`src/rtl/reorder_commit.sv`:
```
// -----------------------------------------------------------------------------
// reorder_commit
//
// In-order reorder buffer and commit stage. Dispatch pushes entries in program
// order into a DP-deep circular buffer. The head entry retires (at most one per
// cycle) once its completion condition holds:
//   - branches wait for the branch unit to resolve,
//   - stores and rd==x0 non-branches retire immediately,
//   - everything else (including CSR ops) waits on its physical register's
//     written flag in wbLog_qout.
// A mispredicted branch retiring discards every younger entry and forces a
// single FLUSH cycle during which nothing is accepted or committed.
//
// Entry layout (MSB..LSB): {pc[63:0], rd0_reName[5+RB-1:0], isBranch, isSu, isCsr}
//   rd0_reName = {arch[4:0], copy[RB-1:0]}
//
// Ports:
//   CLK, RSTn           clock, asynchronous active-low reset
//   reOrder_fifo_push   dispatch write strobe
//   dispat_info         entry to write
//   reOrder_fifo_full   no free entry, or FLUSH state
//   reOrder_fifo_empty  buffer holds no entries
//   wbLog_qout          written flag per physical register (arch*RP + copy)
//   bru_res_vaild       oldest branch resolved
//   bru_mispredict      resolved branch was mispredicted
//   commit_vaild        head retires this cycle
//   commit_rd0          head rd0_reName (0 while empty)
//   commit_rd0_vaild    retiring head writes a nonzero architectural rd
//   commit_pc           head pc (0 while empty)
//   commit_su           retiring head is a store
//   commit_abort        retiring branch mispredicted
//   instret_cnt         retired instruction count
//
// Optional feature macro: RIFT_RETIRE_CNT_EN
//   defined   -> instret_cnt is a free-running 64-bit retire counter
//   undefined -> instret_cnt is tied to 0
// -----------------------------------------------------------------------------
module reorder_commit #(
  parameter int DP = 16,
  parameter int RB = 4
) (
  input  logic                         CLK,
  input  logic                         RSTn,
  input  logic                         reOrder_fifo_push,
  input  logic [64+5+RB+3-1:0]         dispat_info,
  output logic                         reOrder_fifo_full,
  output logic                         reOrder_fifo_empty,
  input  logic [32*(2**RB)-1:0]        wbLog_qout,
  input  logic                         bru_res_vaild,
  input  logic                         bru_mispredict,
  output logic                         commit_vaild,
  output logic [5+RB-1:0]              commit_rd0,
  output logic                         commit_rd0_vaild,
  output logic [63:0]                  commit_pc,
  output logic                         commit_su,
  output logic                         commit_abort,
  output logic [63:0]                  instret_cnt
);

  localparam int AW = $clog2(DP);
  localparam int EW = 64 + 5 + RB + 3;

  typedef enum logic {
    RUN   = 1'b0,
    FLUSH = 1'b1
  } state_t;

  state_t state, next_state;

  logic [EW-1:0] mem [DP];
  logic [AW:0]   rd_ptr, wr_ptr;

  logic          ptr_full;
  logic          push_ok;

  logic [EW-1:0] head;
  logic [63:0]   head_pc;
  logic [5+RB-1:0] head_rd0;
  logic [4:0]    head_arch;
  logic          head_br, head_su, head_csr;
  logic          wb_done;
  logic          head_done;

  // Full/empty come only from the registered pointers (plus state), so there
  // is no combinational path from push or commit back into them.
  assign ptr_full           = (wr_ptr[AW] != rd_ptr[AW]) &&
                              (wr_ptr[AW-1:0] == rd_ptr[AW-1:0]);
  assign reOrder_fifo_empty = (wr_ptr == rd_ptr);
  assign reOrder_fifo_full  = ptr_full | (state == FLUSH);
  assign push_ok            = reOrder_fifo_push & ~reOrder_fifo_full;

  // Head decode
  assign head = mem[rd_ptr[AW-1:0]];
  assign {head_pc, head_rd0, head_br, head_su, head_csr} = head;
  assign head_arch = head_rd0[5+RB-1:RB];

  // rd0_reName is already {arch, copy}, i.e. arch*RP + copy.
  assign wb_done = wbLog_qout[head_rd0];

  // Completion condition; CSR ops wait on writeback just like ordinary ops.
  always_comb begin
    head_done = 1'b0;
    if (head_br)
      head_done = bru_res_vaild;
    else if (head_su)
      head_done = 1'b1;
    else if (head_arch == 5'd0)
      head_done = 1'b1;
    else if (head_csr)
      head_done = wb_done;
    else
      head_done = wb_done;
  end

  assign commit_vaild     = ~reOrder_fifo_empty & (state == RUN) & head_done;
  assign commit_rd0_vaild = commit_vaild & ~head_br & ~head_su & (head_arch != 5'd0);
  assign commit_su        = commit_vaild & head_su;
  assign commit_abort     = commit_vaild & head_br & bru_mispredict;

  // Stale storage is hidden while the buffer is empty.
  assign commit_rd0 = reOrder_fifo_empty ? '0 : head_rd0;
  assign commit_pc  = reOrder_fifo_empty ? '0 : head_pc;

  // State register
  always_ff @(posedge CLK or negedge RSTn) begin
    if (!RSTn)
      state <= RUN;
    else
      state <= next_state;
  end

  // Next state: an abort buys exactly one FLUSH cycle.
  always_comb begin
    next_state = state;
    case (state)
      RUN:     if (commit_abort) next_state = FLUSH;
      FLUSH:   next_state = RUN;
      default: next_state = RUN;
    endcase
  end

  // Pointers: abort discards everything younger, including a same-cycle push.
  always_ff @(posedge CLK or negedge RSTn) begin
    if (!RSTn) begin
      rd_ptr <= '0;
      wr_ptr <= '0;
    end else if (commit_abort) begin
      rd_ptr <= '0;
      wr_ptr <= '0;
    end else begin
      if (push_ok)
        wr_ptr <= wr_ptr + 1'b1;
      if (commit_vaild)
        rd_ptr <= rd_ptr + 1'b1;
    end
  end

  // Entry storage is not reset; the empty mask covers stale contents.
  always_ff @(posedge CLK) begin
    if (push_ok)
      mem[wr_ptr[AW-1:0]] <= dispat_info;
  end

`ifdef RIFT_RETIRE_CNT_EN
  logic [63:0] instret_q;

  // Retire counter survives aborts and wraps naturally.
  always_ff @(posedge CLK or negedge RSTn) begin
    if (!RSTn)
      instret_q <= '0;
    else if (commit_vaild)
      instret_q <= instret_q + 64'd1;
  end

  assign instret_cnt = instret_q;
`else
  assign instret_cnt = '0;
`endif

endmodule
```
`config.mk`:
```
export PLATFORM = sky130hd
export DESIGN_NAME = reorder_commit
export DESIGN_NICKNAME = d
export VERILOG_FILES = /design/src/rtl/reorder_commit.sv
export SDC_FILE = /design/constraint.sdc
export NUM_CORES = 1
export LEC_CHECK = 0
export ABC_CLOCK_PERIOD_IN_PS = 8300
export BUFFER_PORTS_ARGS = -buffer_cell sky130_fd_sc_hd__buf_2
export CORE_AREA = 2 2 452 454
export CTS_BUF_LIST = sky130_fd_sc_hd__clkbuf_16
export CTS_CLUSTER_DIAMETER = 100
export CTS_CLUSTER_SIZE = 25
export DETAILED_ROUTE_END_ITERATION = 10
export DIE_AREA = 0 0 454 456
export MAX_ROUTING_LAYER = met4
export PLACE_DENSITY = 0.49
export SLEW_MARGIN = 20
export SYNTH_ARGS = -nofsm -noshare
export SYNTH_HDL_FRONTEND = slang
export SYNTH_SLANG_ARGS = --single-unit
export TNS_END_PERCENT = 50
```
`constraint.sdc`:
```
create_clock -name CLK -period 8.3 [get_ports CLK]
set_input_delay 0.415 -clock CLK [delete_from_list [all_inputs] [get_ports CLK]]
set_output_delay 0.415 -clock CLK [all_outputs]
set_load 0.1 [all_outputs]
```
### Yosys cells after proc, flatten, opt, wreduce, memory -nomap -nowiden

Memory sizes are Yosys's and may differ from the RTL's.
Index checks and enable logic that the tools add are counted.

* output and inout port bits: 143
* memories: 1
* bits in writable memories: 1216
* logic and storage cells: 45
* register bits: 11

* eq/ne operators: 3
* magnitude comparators: 1
* mux-type cells: 15
* reduce and logical (&&, ||, !) cells: 5
* bitwise gates (word level): 15
* $add $sub $neg: 2

Memory list
* mem: words 16, width 76, read ports 1, clocked after Yosys merged registers in 0, write ports 1, line 70 `logic [EW-1:0] mem [DP];`

Operators with widths (number)
* $mux 64: 1
* $mux 5: 4
* $add 5x1->5 const B: 2
* $lt 9x10->1 const B: 1
* $and 1x1->1: 9
* $bmux 1 s9: 1
* $mux 9: 1
* $mux 1: 7
* $eq 5x5->1: 1
* $logic_not 5->1: 1
* $not 1->1: 5
* $reduce_bool 5->1: 1
* $eq 4x4->1: 1
* $reduce_bool 2->1: 2
* $pmux 1 s2: 1
* $logic_and 1x1->1: 1
* $ne 1x1->1: 1
* $or 1x1->1: 1

### Depth between registers and ports, before layout

An unclocked memory read counts as a cell.

* depth after elaboration: 11
* mapped depth: 17

### Worst setup path after synthesis

OpenSTA, ideal clock, no wires.

* path kind: register to register
* from: register rd_ptr[0]
* to: memory mem[3][10] (netlist bit), enable pin
* cell stages (with the launch flop): 13
* library setup time: 600 ps
* slack: 301 ps
* data arrival time: 7399 ps
* period minus slack after synthesis: 7999 ps
* path through: dfrtp_1 -> buf_6 -> buf_12 -> buf_6 -> buf_6 -> buf_1 -> xor2_1 -> nor4_1 -> a21oi_1 -> and2_1 -> clkbuf_1 -> nand2_1 -> nor3_1

* cells in the longest elaborated chain, start to end: 7

Ends and longest elaborated chain
* from (decl): line 71 `logic [AW:0] rd_ptr, wr_ptr;`
* from (signal assigned): line 154 `rd_ptr <= rd_ptr + 1'b1;`
* $eq 4x4->1: line 87 `(wr_ptr[AW-1:0] == rd_ptr[AW-1:0]);`
* $logic_and 1x1->1: line 86 `assign ptr_full = (wr_ptr[AW] != rd_ptr[AW]) &&`
* $or 1x1->1: line 89 `assign reOrder_fifo_full = ptr_full | (state == FLUSH);`
* $not 1->1: line 90 `assign push_ok = reOrder_fifo_push & ~reOrder_fifo_full;`
* $and 1x1->1: line 90
* $mux 1: line 160 `if (push_ok)`
* $mux 1 (not written as such): line 161 `mem[wr_ptr[AW-1:0]] <= dispat_info;`
* to (decl): line 70

Every way passes these cells.

### Worst setup path in the final report

* from: register rd_ptr[1]
* to: output commit_abort

* cells in the longest elaborated chain, start to end: 9
* elaborated cells between the ends (all ways): 13
* classes of those cells: 1 x eq/ne; 5 x mux; 5 x bitwise; 1 x reduce/logical; 1 x memory

Ends and longest elaborated chain
* $mem_v2 16x76
* $bmux 1 s9: line 98 `assign wb_done = wbLog_qout[head_rd0];`
* $mux 1 (not written as such): line 98
* $mux 1: line 107 `else if (head_arch == 5'd0)`
* $mux 1: line 105 `else if (head_su)`
* $mux 1: line 103 `if (head_br)`
* $and 1x1->1: line 115 `assign commit_vaild = ~reOrder_fifo_empty & (state == RUN) & head_done;`
* $and 1x1->1 (*) (2 in a row): line 118 `assign commit_abort = commit_vaild & head_br & bru_mispredict;`
* to (decl): line 56 `output logic commit_abort,`

Mark *: on every way between the ends. The rest lies on a longest branch, timed or not. The select of a mux whose other input is x is not followed.

==> impl_metrics.csv <==
group,metric,value,unit
run_status,status,"completed",
power,power_frac_clock,13.0,%
setup_path,crit_family,"compound AO/OA/AOI/OAI gates",
power,pwr-share-comb,56.4,%
run,maxCapViolCount,0,
setup_path,crit_type,"reg -> out",
drt,viasPerCell,4.671,
setup_path,crit_buf_inv,3,
die,fp.dieH,456,microns
setup_path,regToRegEndpoint,"rd_ptr[0]",
power,p_leak,20.25,nW
cts,numCtsBuffers,54,
synth,synth_edf_count,1200,
cells_and_area,n_fill_cell,19817,
die,rows,165,
die,dieArea,0.2070,sq mm
cts,root_buffer,"clkbuf_16",
grt,antenna_found_initial,44,
placed_design,globalplace.congestion,0.8131,
setup_path,worst_ep_arrival_time,6.65,ns
cts,cts.clk_slew.worst_paths,0.10,ns
worst_hold_path,whs_endpoint,"mem[8][26]",
die,boundaryPins,736,
setup_path,r2r_cells,14,
synth,netlist.area_leader.share,69.04,%
setup_path,cp.required,7.89,ns
power,cellPowerDensity,397.1,mW/mm^2
timing,fin_crit_sh,85.12,%
drt,routedWlPerCell,28.28,microns
setup_path,start_kind,"register",
drt,postRouteAntennaNets,0,
cts,cts_max_path_buffers,3,
power,p_int,0.01254,W
synth,syn_avg_cell_area,20.14,sq um
cells_and_area,drive_gt1_share,38.45,%
drt,drc_errors,0,
synth,ys_ff_latch,1211,
timing,max_slew_margin,25.38,%
worst_hold_path,min_from,"dispat_info[26]",
timing,max_freq,0.1416,GHz
cts,cts_resized,0,
drt,drt_pre_antenna_iters,5,
timing,finalHoldViolCount,0,
grt,gr-total-overflow,0,
power,seqPwrFrac,30.7,%
timing,totalNegativeSetupSlack,0,ns
drt,num_vias,27920,
timing,skew,0.03299,ns
power,swShare,47.71,%
cts,cts_tree,"built",
setup_path,cp.depth,13,
setup_path,worstPathMaxFanout,47,
synth,ys_top_cells_by_area,"edfxtp_1, mux4_2, mux2i_1",
timing,tightest_slew,1.119,ns
setup_path,reg2reg_from,"rd_ptr[1]",
setup_path,crit_path_max_incr_delay,0.72,ns
synth,synthFlopType,"edfxtp_1",
die,coreArea,0.2017,sq mm
setup_path,crit_top_cell,"buf_4",
placed_design,io_buffers,670,
die,start_util,25.88,%
setup_path,slowest_stage,"dfrtp_4",
setup_path,crit_chain,"buf_4 -> mux4_2 -> mux2i_1 -> o31ai_2 -> buf_4 -> nand2_1 -> o21ai_0 -> a2111oi_2 -> a31oi_1 -> a211o_1 -> a311o_1 -> nor2_1 -> buf_12",
timing,slew_violations,0,
cells_and_area,area_delta_synth_final,15.77,%
power,power.net_switching,0.01145,W
synth,synth_cell_types,78,
synth,syn_inst,2592,
cells_and_area,nNetsFinal,3851,
grt,grt_pass1_wl,229800,microns
grt,grt.total_usage,16.25,%
grt,grt_max_degree,98,
setup_path,rrSetupSlack,2.36,ns
cts,cts-htree-levels,2,
die,fp.dieW,454,microns
setup_path,critPathCaptureType,"output pin",
synth,netlist_area,0.05219,sq mm
synth,ys_warn_count,0,
synth,ys_seq_area_share,69.57,%
power,ir_drop,0.4023,mV
synth,yosysMostFrequentCell,"edfxtp_1",
cts,cts.sinks,1211,
synth,async_flop_share,0.9083,%
synth,synth_top_area_cell,"edfxtp_1",
timing,min_period,7.065,ns
timing,setup_viol,0,
synth,synthTopCellsByCount,"edfxtp_1, mux4_2, mux2i_1, nand2_1, buf_4",
worst_hold_path,hold_depth,1,
drt,detail_route.wirelength,169000,microns
timing,hold_ws,0.08208,ns
drt,drtIter0Drc,2061,
timing,rsz0062_at_grt,"false",
grt,first_global_vias,28307,
placed_design,place_hpwl,107000,microns
worst_hold_path,hold_class,"in -> reg",
cts,insertion_delay,0.69,ns
worst register-to-register path: cells and delay by family (launching register included):
family	cells	cell delay [ns]
muxes	4	1.72
buffers and inverters	5	1.72
AOI/OAI and AO/OA	5	1.68
DFF	1	0.72
final cells by class:
class / instances / area (sq um) / area share (%)
Multi-Input combinational cell: 1213 / 14870 / 24.62
Sequential cell: 1211 / 36320 / 60.11
Clock inverter: 27 / 158.9 / 0.2630
Tap cell: 2672 / 3343 / 5.533
Timing Repair Buffer: 761 / 4208 / 6.964
Clock buffer: 56 / 1401 / 2.319
Antenna cell: 25 / 62.56 / 0.1035
Inverter: 12 / 52.55 / 0.08697
sequential cells by signal, summed over array words and instances (netlist names):
name    flops
state       1
mem      1200
wr_ptr      5
rd_ptr      5
layer usage:
layer  up-vias  global-route usage (%)  share of wire [%]
met5         -                       -                  0
met4         0                   3.792                2.7
met3       186                   1.831                3.7
met2       749                   29.38                 53
met1     14999                   19.20                 40
li1      11986                       -                  -
cells in the final DEF (no fill, tap or decap), types with 10 or more instances in the layout:
cell,Yosys,layout
a22oi_1,32,32
a211oi_1,10,10
mux2i_1,236,234
mux4_1,10,10
inv_1,10,33
buf_4,76,77
buf_2,23,669
a31oi_1,17,17
o21ai_0,14,12
nor3_1,20,13
mux4_2,386,386
nand2_1,121,121
nor2_1,57,44
diode_2,0,25
nand3_1,20,20
clkbuf_16,0,56
conb_1,1,64
nor2_4,0,14
nor2b_1,68,68
edfxtp_1,1200,1200
buf_12,11,13
worst max-delay path by stage:
stage	from	end	slack [ns]
floorplan	rd_ptr[0]	mem[3][10]	0.30
CTS	rd_ptr[1]	commit_abort	0.83
global placement	rd_ptr[1]	commit_abort	1.62
finish	rd_ptr[1]	commit_abort	1.24
detailed placement	rd_ptr[1]	commit_abort	1.60
global route	rd_ptr[1]	commit_abort	0.75
stage by stage:
stage	instance area (sq um)	utilization (%)	power, W	std cells	setup slack (ns)
3_5_place_dp	58770	29.13	0.02149	5867	1.596
3_3_place_gp	58750	29.13	0.02146	5867	1.623
6_report	60420	29.96	0.02399	5977	1.235
2_1_floorplan	52430	-	0.01725	2655	0.3007
4_1_cts	60340	29.91	0.02462	5951	0.8278
5_1_grt	60410	29.95	0.02510	5974	0.7483
power groups by stage:
stage                     combinational [W]  sequential (W)  clock (W)
after global routing                 0.0143         0.00741    0.00342
after detailed placement             0.0140         0.00752          0
after global placement               0.0140         0.00750          0
final                                0.0135         0.00736    0.00311
after floorplan                     0.00983         0.00743          0
after CTS                            0.0140         0.00738    0.00324
kinds of logic (layout without fill, tap and decap cells):
logic type	count (synthesis)	count (layout)	synth area share, %
other	1	89	0.007185
buffers and inverters	231	856	2.814
AO/OA/AOI/OAI	165	165	2.378
AND/OR/NAND/NOR	329	329	3.025
multiplexers	641	641	21.94
flip-flops	1211	1211	69.57
adder cells (fa/ha/maj)	5	5	0.1199
XOR/XNOR	9	9	0.1510
timing repair:
| action | CTS | global route |
|---|---|---|
| hold buffers | 1 | 0 |
| hold endpoints to repair | 11 | 0 |
| setup buffers | 0 | 0 |
Note: power is estimated with default switching activity, not from simulation.
